<file path="config.mk">
export PLATFORM = sky130hd
export DESIGN_NAME = cia_sp_bridge
export DESIGN_NICKNAME = d
export VERILOG_FILES = /design/src/rtl/cia_sp_pkg.sv /design/src/rtl/cia_sp_fifo.sv /design/src/rtl/cia_sp_bridge.sv
export SDC_FILE = /design/constraint.sdc
export NUM_CORES = 1
export LEC_CHECK = 0
export ABC_AREA = 0
export CORE_MARGIN = 8
export CORE_UTILIZATION = 56
export DETAILED_ROUTE_END_ITERATION = 6
export PLACE_DENSITY = 0.78
export SYNTH_ARGS = -nofsm -noshare
export SYNTH_HDL_FRONTEND = slang
export SYNTH_SLANG_ARGS = --single-unit
</file>
<file path="constraint.sdc">
create_clock -name clk -period 2.05 [get_ports clk]
set_input_delay 0.5125 -clock clk [delete_from_list [all_inputs] [get_ports clk]]
set_output_delay 0.5125 -clock clk [all_outputs]
set_load 0.005 [all_outputs]
</file>
<file path="src/rtl/cia_sp_pkg.sv">
// cia_sp_pkg: shared types, widths and helpers for the CIA serial-port bridge
package cia_sp_pkg;

    localparam int BYTE_W = 8;

    typedef enum logic [1:0] {IDLE, LOW, HIGH, WAIT} drv_state_t;

    function automatic int cw(input int n);
        return (n < 2) ? 1 : $clog2(n);
    endfunction

endpackage

</file>
<file path="src/rtl/cia_sp_fifo.sv">
// cia_sp_fifo: first-word-fall-through byte FIFO with full/empty flags
module cia_sp_fifo
    import cia_sp_pkg::*;
#(
    parameter int DEPTH = 4
) (
    input  logic              clk,
    input  logic              reset,
    input  logic              i_push,
    input  logic [BYTE_W-1:0] i_data,
    input  logic              i_pop,
    output logic [BYTE_W-1:0] o_data,
    output logic              o_full,
    output logic              o_empty
);

    localparam int AW = cw(DEPTH);

    logic [BYTE_W-1:0] r_mem [DEPTH];
    logic [AW:0]       r_wr;
    logic [AW:0]       r_rd;
    logic              w_push;
    logic              w_pop;

    assign o_empty = r_wr == r_rd;
    assign o_full  = (r_wr[AW] != r_rd[AW]) && (r_wr[AW-1:0] == r_rd[AW-1:0]);
    assign w_pop   = i_pop & ~o_empty;
    assign w_push  = i_push & (~o_full | w_pop);
    assign o_data  = r_mem[r_rd[AW-1:0]];

    // read/write pointers; a push into a full FIFO is allowed only alongside a pop
    always_ff @(posedge clk or posedge reset) begin
        if (reset) begin
            r_wr <= '0;
            r_rd <= '0;
        end else begin
            if (w_push) r_wr <= r_wr + (AW+1)'(1);
            if (w_pop)  r_rd <= r_rd + (AW+1)'(1);
        end
    end

    // byte storage
    always_ff @(posedge clk) begin
        if (w_push) r_mem[r_wr[AW-1:0]] <= i_data;
    end

endmodule

</file>
<file path="src/rtl/cia_sp_bridge.sv">
// cia_sp_bridge: byte bridge on the CIA SP/CNT pins (capture FIFO + MSB-first driver);
// define CIA_SP_BRIDGE_TIMEOUT_EN to discard stale partial capture bytes after TIMEOUT phi2 ticks
module cia_sp_bridge
    import cia_sp_pkg::*;
#(
    parameter int DEPTH   = 4,
    parameter int HALF    = 2,
    parameter int GAP     = 4,
    parameter int TIMEOUT = 64
) (
    input  logic              clk,
    input  logic              reset,
    input  logic              phi2,
    input  logic              mode_out,
    input  logic              cnt_out_cia,
    input  logic              sp_out_cia,
    output logic              cnt_in_cia,
    output logic              sp_in_cia,
    output logic [BYTE_W-1:0] tx_data,
    output logic              tx_valid,
    input  logic              tx_ready,
    input  logic [BYTE_W-1:0] rx_data,
    input  logic              rx_valid,
    output logic              rx_ready,
    output logic              overrun
);

    localparam int TW = cw(((HALF > GAP) ? HALF : GAP) + 1);

    if (DEPTH < 2 || (DEPTH & (DEPTH - 1)) != 0 || HALF < 2 || GAP < 1 || TIMEOUT < 1) begin : g_bad_cfg
        $error("cia_sp_bridge: unsupported parameter set");
    end

    logic              r_cnt_prev;
    logic [2:0]        r_cap_cnt;
    logic [BYTE_W-2:0] r_cap_sh;
    logic [BYTE_W-1:0] w_cap_byte;
    logic              w_rise;
    logic              w_push;
    logic              w_cap_clr;
    logic              w_full;
    logic              w_empty;
    logic              r_overrun;

    assign w_rise     = phi2 & mode_out & cnt_out_cia & ~r_cnt_prev;
    assign w_cap_byte = {r_cap_sh, sp_out_cia};
    assign w_push     = w_rise & (r_cap_cnt == 3'd7);

`ifdef CIA_SP_BRIDGE_TIMEOUT_EN
    localparam int IW = cw(TIMEOUT + 1);

    logic [IW-1:0] r_idle;

    assign w_cap_clr = phi2 & ~w_rise & (r_cap_cnt != 3'd0) & (r_idle == IW'(TIMEOUT - 1));

    // phi2 ticks since the last CNT edge while a partial byte is pending
    always_ff @(posedge clk or posedge reset) begin
        if (reset) r_idle <= '0;
        else if (phi2) r_idle <= (w_rise | w_cap_clr | (r_cap_cnt == 3'd0)) ? '0 : r_idle + IW'(1);
    end
`else
    assign w_cap_clr = 1'b0;
`endif

    // capture shifter: first bit received ends up in the byte MSB
    always_ff @(posedge clk or posedge reset) begin
        if (reset) begin
            r_cnt_prev <= 1'b1;
            r_cap_cnt  <= '0;
            r_cap_sh   <= '0;
        end else if (phi2) begin
            r_cnt_prev <= cnt_out_cia;
            if (!mode_out || w_cap_clr) begin
                r_cap_cnt <= '0;
                r_cap_sh  <= '0;
            end else if (w_rise) begin
                r_cap_cnt <= r_cap_cnt + 3'd1;
                r_cap_sh  <= w_cap_byte[BYTE_W-2:0];
            end
        end
    end

    // flag a completed byte that the full FIFO could not take
    always_ff @(posedge clk or posedge reset) begin
        if (reset) r_overrun <= 1'b0;
        else r_overrun <= w_push & w_full & ~tx_ready;
    end

    assign overrun  = r_overrun;
    assign tx_valid = ~w_empty;

    cia_sp_fifo #(.DEPTH(DEPTH)) u_fifo (
        .clk     (clk),
        .reset   (reset),
        .i_push  (w_push),
        .i_data  (w_cap_byte),
        .i_pop   (tx_ready),
        .o_data  (tx_data),
        .o_full  (w_full),
        .o_empty (w_empty)
    );

    drv_state_t        r_state;
    drv_state_t        w_next;
    logic [TW-1:0]     r_tick;
    logic [2:0]        r_bit;
    logic [BYTE_W-1:0] r_drv_sh;
    logic              w_done;
    logic              w_load;

    assign rx_ready   = (r_state == IDLE) & ~mode_out;
    assign w_load     = rx_valid & rx_ready;
    assign w_done     = phi2 & (r_tick == ((r_state == WAIT) ? TW'(GAP - 1) : TW'(HALF - 1)));
    assign cnt_in_cia = r_state != LOW;
    assign sp_in_cia  = (r_state == LOW || r_state == HIGH) ? r_drv_sh[BYTE_W-1] : 1'b1;

    // drive FSM state register
    always_ff @(posedge clk or posedge reset) begin
        if (reset) r_state <= IDLE;
        else r_state <= w_next;
    end

    // drive FSM next state; CIA taking over the line aborts any byte in flight
    always_comb begin
        w_next = r_state;
        case (r_state)
            IDLE:    w_next = w_load ? LOW : IDLE;
            LOW:     w_next = w_done ? HIGH : LOW;
            HIGH:    w_next = w_done ? ((r_bit == 3'd7) ? WAIT : LOW) : HIGH;
            WAIT:    w_next = w_done ? IDLE : WAIT;
            default: w_next = IDLE;
        endcase
        if (mode_out && r_state != IDLE) w_next = IDLE;
    end

    // drive shifter, bit index and phase tick counter; the shift lands as CNT falls
    always_ff @(posedge clk or posedge reset) begin
        if (reset) begin
            r_tick   <= '0;
            r_bit    <= '0;
            r_drv_sh <= '0;
        end else begin
            if (w_load) begin
                r_drv_sh <= rx_data;
                r_bit    <= '0;
            end else if (r_state == HIGH && w_done && r_bit != 3'd7) begin
                r_drv_sh <= {r_drv_sh[BYTE_W-2:0], 1'b0};
                r_bit    <= r_bit + 3'd1;
            end
            r_tick <= (r_state == IDLE || mode_out || w_done) ? '0 : (phi2 ? r_tick + TW'(1) : r_tick);
        end
    end

endmodule
</file>
==> results of run 1 <==
## worst reg2reg max path, delay by kind of cell, from the launching register on
| kind | cells | cell delay, ns |
|---|---|---|
| XOR/XNOR | 1 | 0.23 |
| buffers and inverters | 2 | 0.32 |
| flip-flops | 1 | 0.43 |
| adder cells (fa/ha/maj) | 1 | 0.23 |
| multiplexers | 1 | 0.25 |
| AND/OR/NAND/NOR | 1 | 0.29 |
| AO/OA/AOI/OAI | 1 | 0.10 |
## report_power, final
part	switching (mW)	internal, mW
Sequential	0.0746	1.46
Clock	0.501	0.689
Combinational	0.321	0.474
## cell families (layout without fill, tap and decap cells)
logic type / after synthesis / after routing / synth area share (%)
AO/OA/AOI/OAI: 26 / 26 / 6.06
XOR/XNOR: 10 / 10 / 3.47
adder cells (fa/ha/maj): 14 / 14 / 5.93
buffers and inverters: 13 / 77 / 2.67
flip-flops: 66 / 66 / 61.4
multiplexers: 21 / 21 / 11.6
AND/OR/NAND/NOR: 42 / 42 / 8.85
## timing repair
item	4_1_cts	5_1_grt
cloned	0	0
endpoints found under the setup margin	12	12
buffers inserted	5	1
resized for setup	37	11
pin swaps	1	1
## layer usage
layer / part of all wire [%] / vias to the layer above / GRT usage [%]
met5: 0 / - / 0
li1: - / 834 / -
met3: 3.1 / 15 / 4.64
met2: 51 / 35 / 26.1
met1: 43 / 878 / 18.2
met4: 3.0 / 0 / 9.52
## layout make-up
type,count,area [um2]
inverters,7,26.3
flip-flops and latches,66,1810
well taps,70,87.6
clock inverters,6,90.1
repair buffers,54,519
clock buffers,10,128
fillers,346,1360
multi-input cells,113,1080
## worst paths after layout
path,slack [ns],depth (start not counted),end
min reg2reg,0.51,1,r_cap_cnt[0]
max,-0.06,4,tx_data[5]
max in group asynchronous,1.14,3,r_cnt_prev
min,0.51,1,r_cap_cnt[0]
min in group asynchronous,0.57,3,r_cap_sh[2]
max reg2reg,0.09,7,r_drv_sh[5]
## cell usage after synthesis (2+ instances only)
cell      number  share of area, %
a21oi_1        9               1.5
a22o_1         9               2.7
and2_1         3              0.64
buf_6          4               1.5
clkbuf_1       2              0.25
dfrtp_1       33                28
edfxtp_1      32                33
ha_1          14               5.9
inv_1          7              0.89
mux2_2         2              0.76
mux2i_1       10               3.4
mux4_1         7               6.2
nand2_1        9               1.1
nor2_1        14               1.8
nor2_2         2              0.42
nor3_1         2              0.34
nor4_1         2              0.42
o21ai_0        3              0.51
o31ai_1        2              0.51
xnor2_1        5               1.5
xor2_1         3              0.89
xor2_2         2               1.1
## through the flow
step	setup WS [ns]	utilization [%]	setup TNS (ns)
after floorplan	0.271	-	0
after global placement	-0.116	68.4	-3.52
after detailed placement	-0.160	68.4	-4.94
after CTS	-0.143	73.2	-0.661
after global routing	-0.120	73.4	-0.723
final	-0.0551	73.4	-0.175
## flip-flops by register name, indices dropped and copies added, names as in the netlist, 2 cells and up
register	flops
u_fifo.r_rd	3
r_state	2
r_cap_cnt	3
r_tick	3
r_bit	3
u_fifo.r_wr	3
r_cap_sh	7
u_fifo.r_mem	32
r_drv_sh	8
==> flow_summary.yaml, run 1 <==
synthesis:
  synthFlopType: "dfrtp_1"
  synth_edf_count: 32
  synth_seq_cells: 66
  syn_inst: 192
  synth_cell_type_count: 38
  synth.yosys.seq_area_share_pct: 61.4
  async_reset_ff_share_pct: 51.5
  ys_warn_count: 0
  synth_fp_nets: 222
  avgSynthCellArea_um2: 15.4
  syn_area_um2: 2950
clocking:
  cts.sinks: 66
  cts_max_level: 3
  cts-root-buf: "clkbuf_8"
  clk_pin_slew_ns: 0.07
  ctsHoldBuffers: 0
  cts_tree: "done"
  clk_latency_ns: 0.34
  cts_buffers: 9
  cts_buffer_depth: 2
route:
  wl_per_cell_um: 17.1
  routed_wl_um: 5570
  drtIter0Drc: 72
  final_antenna_net_count: 0
  viasPerCell: 5.40
  drc: 0
  num_vias: 1762
  dr.pass1.iters: 4
floorplan:
  start_util_pct: 57.8
  io_pins: 29
  die_h_um: 88.6
  die_w_um: 88.6
  dieArea_um2: 7860
  coreArea_um2: 5110
  fp-row-count: 26
global_route:
  antenna_found_initial: 0
  overflow: 0
  first_global_vias: 1900
  grtUsageTotal_pct: 16.0
  grt_pass1_wl_um: 9200
  grt_max_degree: 35
timing:
  slew_headroom_pct: 71.5
  rsz0062_at_grt: "yes"
  max_freq_mhz: 475
  min_period_over_period_pct: 103
  finalSetupViolCount: 6
  slew_violations: 0
  clock-skew-final_ns: 0.00799
  setup_ws_ns: -0.0551
  max_slew.worst_pin.slew_ns: 0.428
  period_needed_ns: 2.11
  final_hold_viol_count: 0
  hold_ws_ns: 0.508
final_layout:
  final_area_um2: 3750
  num_antenna_cells: 0
  area_delta_synth_final_pct: 26.9
  finalNetCount: 281
  drive_above_1_share_pct: 28.5
  layout_common_cells: "dfrtp_1 (32), edfxtp_1 (32), buf_4 (19), clkdlybuf4s50_1 (16), nor2_1 (14)"
  stdcell_count: 326
worst_setup_path:
  critPathLaunchType: "register"
  cp_slowest_stage_delay_ns: 0.48
  cp.required_ns: 1.54
  r2r_start: "r_state[0]"
  crit_chain: "buf_12 > buf_6 > mux4_2 > buf_2"
  cp_max_fo: 8
  worstPathArrival_ns: 1.59
  cp_num_buf_inv: 3
  cp-end-kind: "primary output"
  cp_slowest_cell: "mux4_2"
  startpoint: "u_fifo.r_rd[0]"
  critical_path_class: "reg2out"
  critPathTopFamily: "multiplexers"
power_and_ir_drop:
  powerDensity_nw_per_um2: 939
  leakagePower_nw: 1.61
  ir_drop_uv: 714
  power_mw: 3.52
hold_path:
  min-delay-start: "r_cap_cnt[0]"
  hold_path.class: "reg2reg"
placed_design:
  place_inst: 304
  portBuffers: 28
  gp_congestion: 0.812
  dp_hpwl_um: 3580
  place_area_um2: 3490
status:
  violations: "setup timing"
  status: "complete, but fails checks"
job:
  maxCapViolations: 0
(Power assumes the default switching activity.)
==> run 2: changes to the inputs <==
--- a/config.mk
+++ b/config.mk
@@ -7,9 +7,9 @@
 export LEC_CHECK = 0
 export ABC_AREA = 0
 export CORE_MARGIN = 8
-export CORE_UTILIZATION = 56
+export CORE_UTILIZATION = 50
 export DETAILED_ROUTE_END_ITERATION = 6
-export PLACE_DENSITY = 0.78
+export PLACE_DENSITY = 0.71
 export SYNTH_ARGS = -nofsm -noshare
 export SYNTH_HDL_FRONTEND = slang
 export SYNTH_SLANG_ARGS = --single-unit
==> run 2 against run 1 <==
Compared with the run above:
- the flow still finishes with violations (setup timing)
- flip-flop and latch count unchanged
- maximum frequency is 0.86% higher
- routed wire length shrank 7.6%
- via count fell by 2.0%
- core utilization shrank 9.1 points
- total power fell by 2.4%
- sequential power barely moved
- sequential share of layout area increased by 0.11 points
- critical endpoint is now tx_data[0]
==> flow_summary.yaml, run 2 (synthesized netlist as in run 1, its figures left out) <==
power_and_ir_drop:
  leakagePower_nw: 1.61
  ir_drop_uv: 496
  powerDensity_nw_per_um2: 919
clocking:
  clk_pin_slew_ns: 0.07
  cts_max_level: 3
  cts_buffers: 9
  cts.sinks: 66
  cts-root-buf: "clkbuf_8"
  cts_buffer_depth: 2
  cts_tree: "done"
  clk_latency_ns: 0.32
floorplan:
  io_pins: 29
  dieArea_um2: 8620
  die_h_um: 92.9
  start_util_pct: 50.8
  coreArea_um2: 5820
  fp-row-count: 28
  die_w_um: 92.9
placed_design:
  dp_hpwl_um: 3500
  place_area_um2: 3480
  portBuffers: 28
  gp_congestion: 0.771
  dp_slack_ns: -0.164
timing:
  rsz0062_at_grt: "yes"
  min_period_over_period_pct: 102
  slew_headroom_pct: 71.3
  slew_violations: 0
  period_needed_ns: 2.09
  clock-skew-final_ns: 0.00649
  hold_ws_ns: 0.499
  final_hold_viol_count: 0
  max_freq_mhz: 479
  setup_ws_ns: -0.0371
  finalSetupTns_ns: -0.118
  max_slew.worst_pin.slew_ns: 0.430
  finalSetupViolCount: 4
final_layout:
  num_antenna_cells: 0
  layout_common_cells: "dfrtp_1 (32), edfxtp_1 (32), buf_4 (24), clkdlybuf4s50_1 (16), nor2_1 (14)"
  largest_reg_flops: 32
  drive_above_1_share_pct: 30.7
  final_area_um2: 3740
  finalNetCount: 286
  area_delta_synth_final_pct: 26.6
route:
  routed_wl_um: 5150
  final_antenna_net_count: 0
  num_vias: 1726
  wl_per_cell_um: 15.3
  drtIter0Drc: 59
  drc: 0
  dr.pass1.iters: 3
  viasPerCell: 5.14
global_route:
  overflow: 0
  antenna_found_initial: 0
  grt_pass1_wl_um: 8740
  grtUsageTotal_pct: 13.1
  use_met3_pct: 3.24
  use_met1_pct: 15.3
  grt_max_degree: 35
  first_global_vias: 1844
  busiest_layer: "met2"
  use_met2_pct: 21.7
worst_setup_path:
  critical_path_class: "reg2out"
  cp-end-kind: "primary output"
  critPathLaunchType: "register"
  cp.required_ns: 1.54
  cp_max_fo: 8
  worstPathArrival_ns: 1.57
job:
  maxCapViolations: 0
hold_path:
  hold_path.class: "reg2reg"
status:
  violations: "setup timing"
  status: "complete, but fails checks"
[run 2: power breakdown]
group	leakage, nW	switching [mW]	internal [mW]
clock network	0.0925	0.476	0.563
logic	0.756	0.312	0.533
registers	0.763	0.0902	1.46
[run 2: cell type report]
type                    instances  area, um2
flip-flops and latches         66       1810
well taps                      75       93.8
repair buffers                 59        547
clock inverters                 6       67.6
inverters                       7       26.3
multi-input cells             113       1060
fillers                       475       2070
clock buffers                  10        128
[run 2: metrics by stage]
| step | utilization, % | total power, mW | cells |
|---|---|---|---|
| final | 64.3 | 3.44 | 336 |
| after global routing | 64.3 | 3.62 | 336 |
| after CTS | 63.5 | 3.36 | 330 |
| after detailed placement | 59.8 | 2.28 | 309 |
| after global placement | 59.8 | 2.26 | 309 |
| after floorplan | - | 1.97 | 192 |
[run 2: critical path, cell delays in order, from the launching register on]
cell and delay [ns]:
dfrtp_1 0.39, buf_12 0.14, buf_6 0.09, mux4_2 0.49, buf_6 0.13
[run 2: final timing paths]
| path | depth (start not counted) | slack [ns] | start | endpoint |
|---|---|---|---|---|
| max | 4 | -0.04 | u_fifo.r_rd[0] | tx_data[0] |
| min | 1 | 0.50 | r_cap_cnt[0] | r_cap_cnt[0] |
| max reg2reg | 7 | 0.17 | r_state[0] | r_drv_sh[7] |
| min reg2reg | 1 | 0.50 | r_cap_cnt[0] | r_cap_cnt[0] |
| max in group asynchronous | 3 | 1.14 | reset | r_cnt_prev |
| min in group asynchronous | 3 | 0.58 | reset | r_bit[2] |
[run 2: layer usage]
metal / up-vias / wire [um]
met2: 28 / 2620
met4: 0 / 124
met5: - / 0
met1: 850 / 2250
met3: 10 / 160
li1: 838 / -
[run 2: repair_timing]
| action | 4_1_cts | 5_1_grt |
|---|---|---|
| hold endpoints to repair | 0 | 0 |
| setup buffers | 6 | 6 |
| pin swaps | 1 | 1 |
| hold buffers | 0 | 0 |
| setup endpoints to repair | 12 | 10 |
| resized for setup | 42 | 12 |
==> run 3: changes to the inputs <==
--- a/config.mk
+++ b/config.mk
@@ -6,10 +6,10 @@
 export NUM_CORES = 1
 export LEC_CHECK = 0
 export ABC_AREA = 0
-export CORE_MARGIN = 8
-export CORE_UTILIZATION = 50
+export CORE_MARGIN = 2
+export CORE_UTILIZATION = 56
 export DETAILED_ROUTE_END_ITERATION = 6
-export PLACE_DENSITY = 0.71
+export PLACE_DENSITY = 0.78
 export SYNTH_ARGS = -nofsm -noshare
 export SYNTH_HDL_FRONTEND = slang
 export SYNTH_SLANG_ARGS = --single-unit
==> run 3 against run 2 <==
Compared with the run above:
- the flow still finishes with violations (setup timing)
- die area is 32% lower
- register-to-register slack lost 0.04 ns
- core utilization grew 10 points
- critical endpoint is now tx_data[6]
- highest routed layer unchanged
==> flow_summary.yaml, run 3 (synthesized netlist as in run 1, its figures left out) <==
route:
  num_vias: 1789
  viasPerCell: 5.39
  routed_wl_um: 5180
  final_antenna_net_count: 0
  dr.pass1.iters: 4
  drtIter0Drc: 86
  drc: 0
  wl_per_cell_um: 15.6
floorplan:
  fp-row-count: 26
  die_w_um: 76.6
  dieArea_um2: 5870
  start_util_pct: 57.8
  io_pins: 29
  die_h_um: 76.6
  coreArea_um2: 5110
timing:
  finalSetupTns_ns: -0.362
  max_freq_mhz: 462
  clock-skew-final_ns: 0.00656
  max_slew.worst_pin.slew_ns: 0.429
  period_needed_ns: 2.16
  final_hold_viol_count: 0
  slew_headroom_pct: 71.4
  slew_violations: 0
  hold_ws_ns: 0.507
  finalSetupViolCount: 7
  rsz0062_at_grt: "yes"
  min_period_over_period_pct: 105
  setup_ws_ns: -0.113
placed_design:
  dp_slack_ns: -0.105
  place_inst: 307
  portBuffers: 28
  place_area_um2: 3520
  gp_congestion: 0.800
  dp_hpwl_um: 3230
power_and_ir_drop:
  leakagePower_nw: 1.65
  p_clk_share_pct: 33.5
  ir_drop_uv: 553
  power_mw: 3.58
  swShare_pct: 24.9
  p_seq_share_pct: 42.9
  switching_power_mw: 0.893
  powerDensity_nw_per_um2: 944
  p_comb_share_pct: 23.6
  p_int_mw: 2.69
job:
  maxCapViolations: 0
worst_setup_path:
  r2r_start: "r_state[0]"
  cp.required_ns: 1.54
  worstPathArrival_ns: 1.65
  rr_worst_depth: 7
  critPathLaunchType: "register"
  critical_path_class: "reg2out"
  r2r-end: "r_drv_sh[5]"
  cp_max_fo: 8
  cp-end-kind: "primary output"
  r2r_slack_ns: 0.13
final_layout:
  utilization_pct: 74.3
  finalNetCount: 287
  layout_common_cells: "dfrtp_1 (33), edfxtp_1 (32), buf_4 (23), clkdlybuf4s50_1 (17), nor2_1 (14)"
  final_common_cell: "dfrtp_1"
  stdcell_count: 332
  area_delta_synth_final_pct: 28.5
  drive_above_1_share_pct: 30.9
  num-fill-cells: 340
  largest_reg_flops: 32
  num_antenna_cells: 0
  final_area_um2: 3800
  register_area_um2: 1810
  multi_input_area_um2: 1080
global_route:
  antenna_found_initial: 0
  grt_pass1_wl_um: 8450
  overflow: 0
  first_global_vias: 1797
  grtUsageTotal_pct: 18.9
  grt_max_degree: 35
clocking:
  cts_max_level: 3
  clk_latency_ns: 0.33
  cts-root-buf: "clkbuf_8"
  cts_buffers: 9
  cts.sinks: 66
  cts_buffer_depth: 2
  clk_pin_slew_ns: 0.07
  cts_tree: "done"
  ctsHoldBuffers: 0
status:
  violations: "setup timing"
  status: "complete, but fails checks"
hold_path:
  holdPathStages: 1
  hold_path_end: "r_cap_cnt[0]"
  min-delay-start: "r_cap_cnt[0]"
  hold_path.class: "reg2reg"
## run 3: worst max path at each step
stage,from,to,slack (ns)
3_5_place_dp,mode_out,rx_ready,-0.10
3_3_place_gp,mode_out,rx_ready,-0.11
6_report,u_fifo.r_rd[0],tx_data[6],-0.11
5_1_grt,u_fifo.r_rd[0],tx_data[6],-0.16
4_1_cts,u_fifo.r_rd[0],tx_data[0],-0.12
2_1_floorplan,phi2,u_fifo.r_mem[3][0],0.27
## run 3: worst max-delay path: stages (launching register included)
cell	delay [ns]
dfrtp_1	0.41
buf_12	0.15
buf_4	0.11
mux4_2	0.50
buf_2	0.14
## run 3: area by class of cell
type	count	area share (%)
Clock inverter	5	2.08
Timing Repair Buffer	60	15.0
Tap cell	70	2.31
Clock buffer	11	3.72
Multi-Input combinational cell	113	28.5
Inverter	7	0.692
Sequential cell	66	47.8
## run 3: timing repair
item | in CTS | in global routing
buffers inserted | 6 | 3
pin swaps | 0 | 2
setup endpoints to repair | 12 | 10
gates resized for setup | 38 | 13
## run 3: routing by layer
layer / track usage [%] / routed length, um / part of all wire [%] / vias to the layer above
met5: 0 / 0 / 0 / -
met1: 24.5 / 2260 / 44 / 897
met2: 29.7 / 2640 / 51 / 39
met4: 10.4 / 106 / 2.0 / 0
met3: 4.50 / 173 / 3.3 / 10
li1: - / - / - / 843
## run 3: power groups by stage
stage / clock [mW] / combinational [mW] / sequential (mW)
finish: 1.20 / 0.845 / 1.54
floorplan: 0 / 0.441 / 1.53
CTS: 1.22 / 0.818 / 1.54
detailed placement: 0 / 0.751 / 1.56
global placement: 0 / 0.734 / 1.56
global route: 1.28 / 0.915 / 1.55
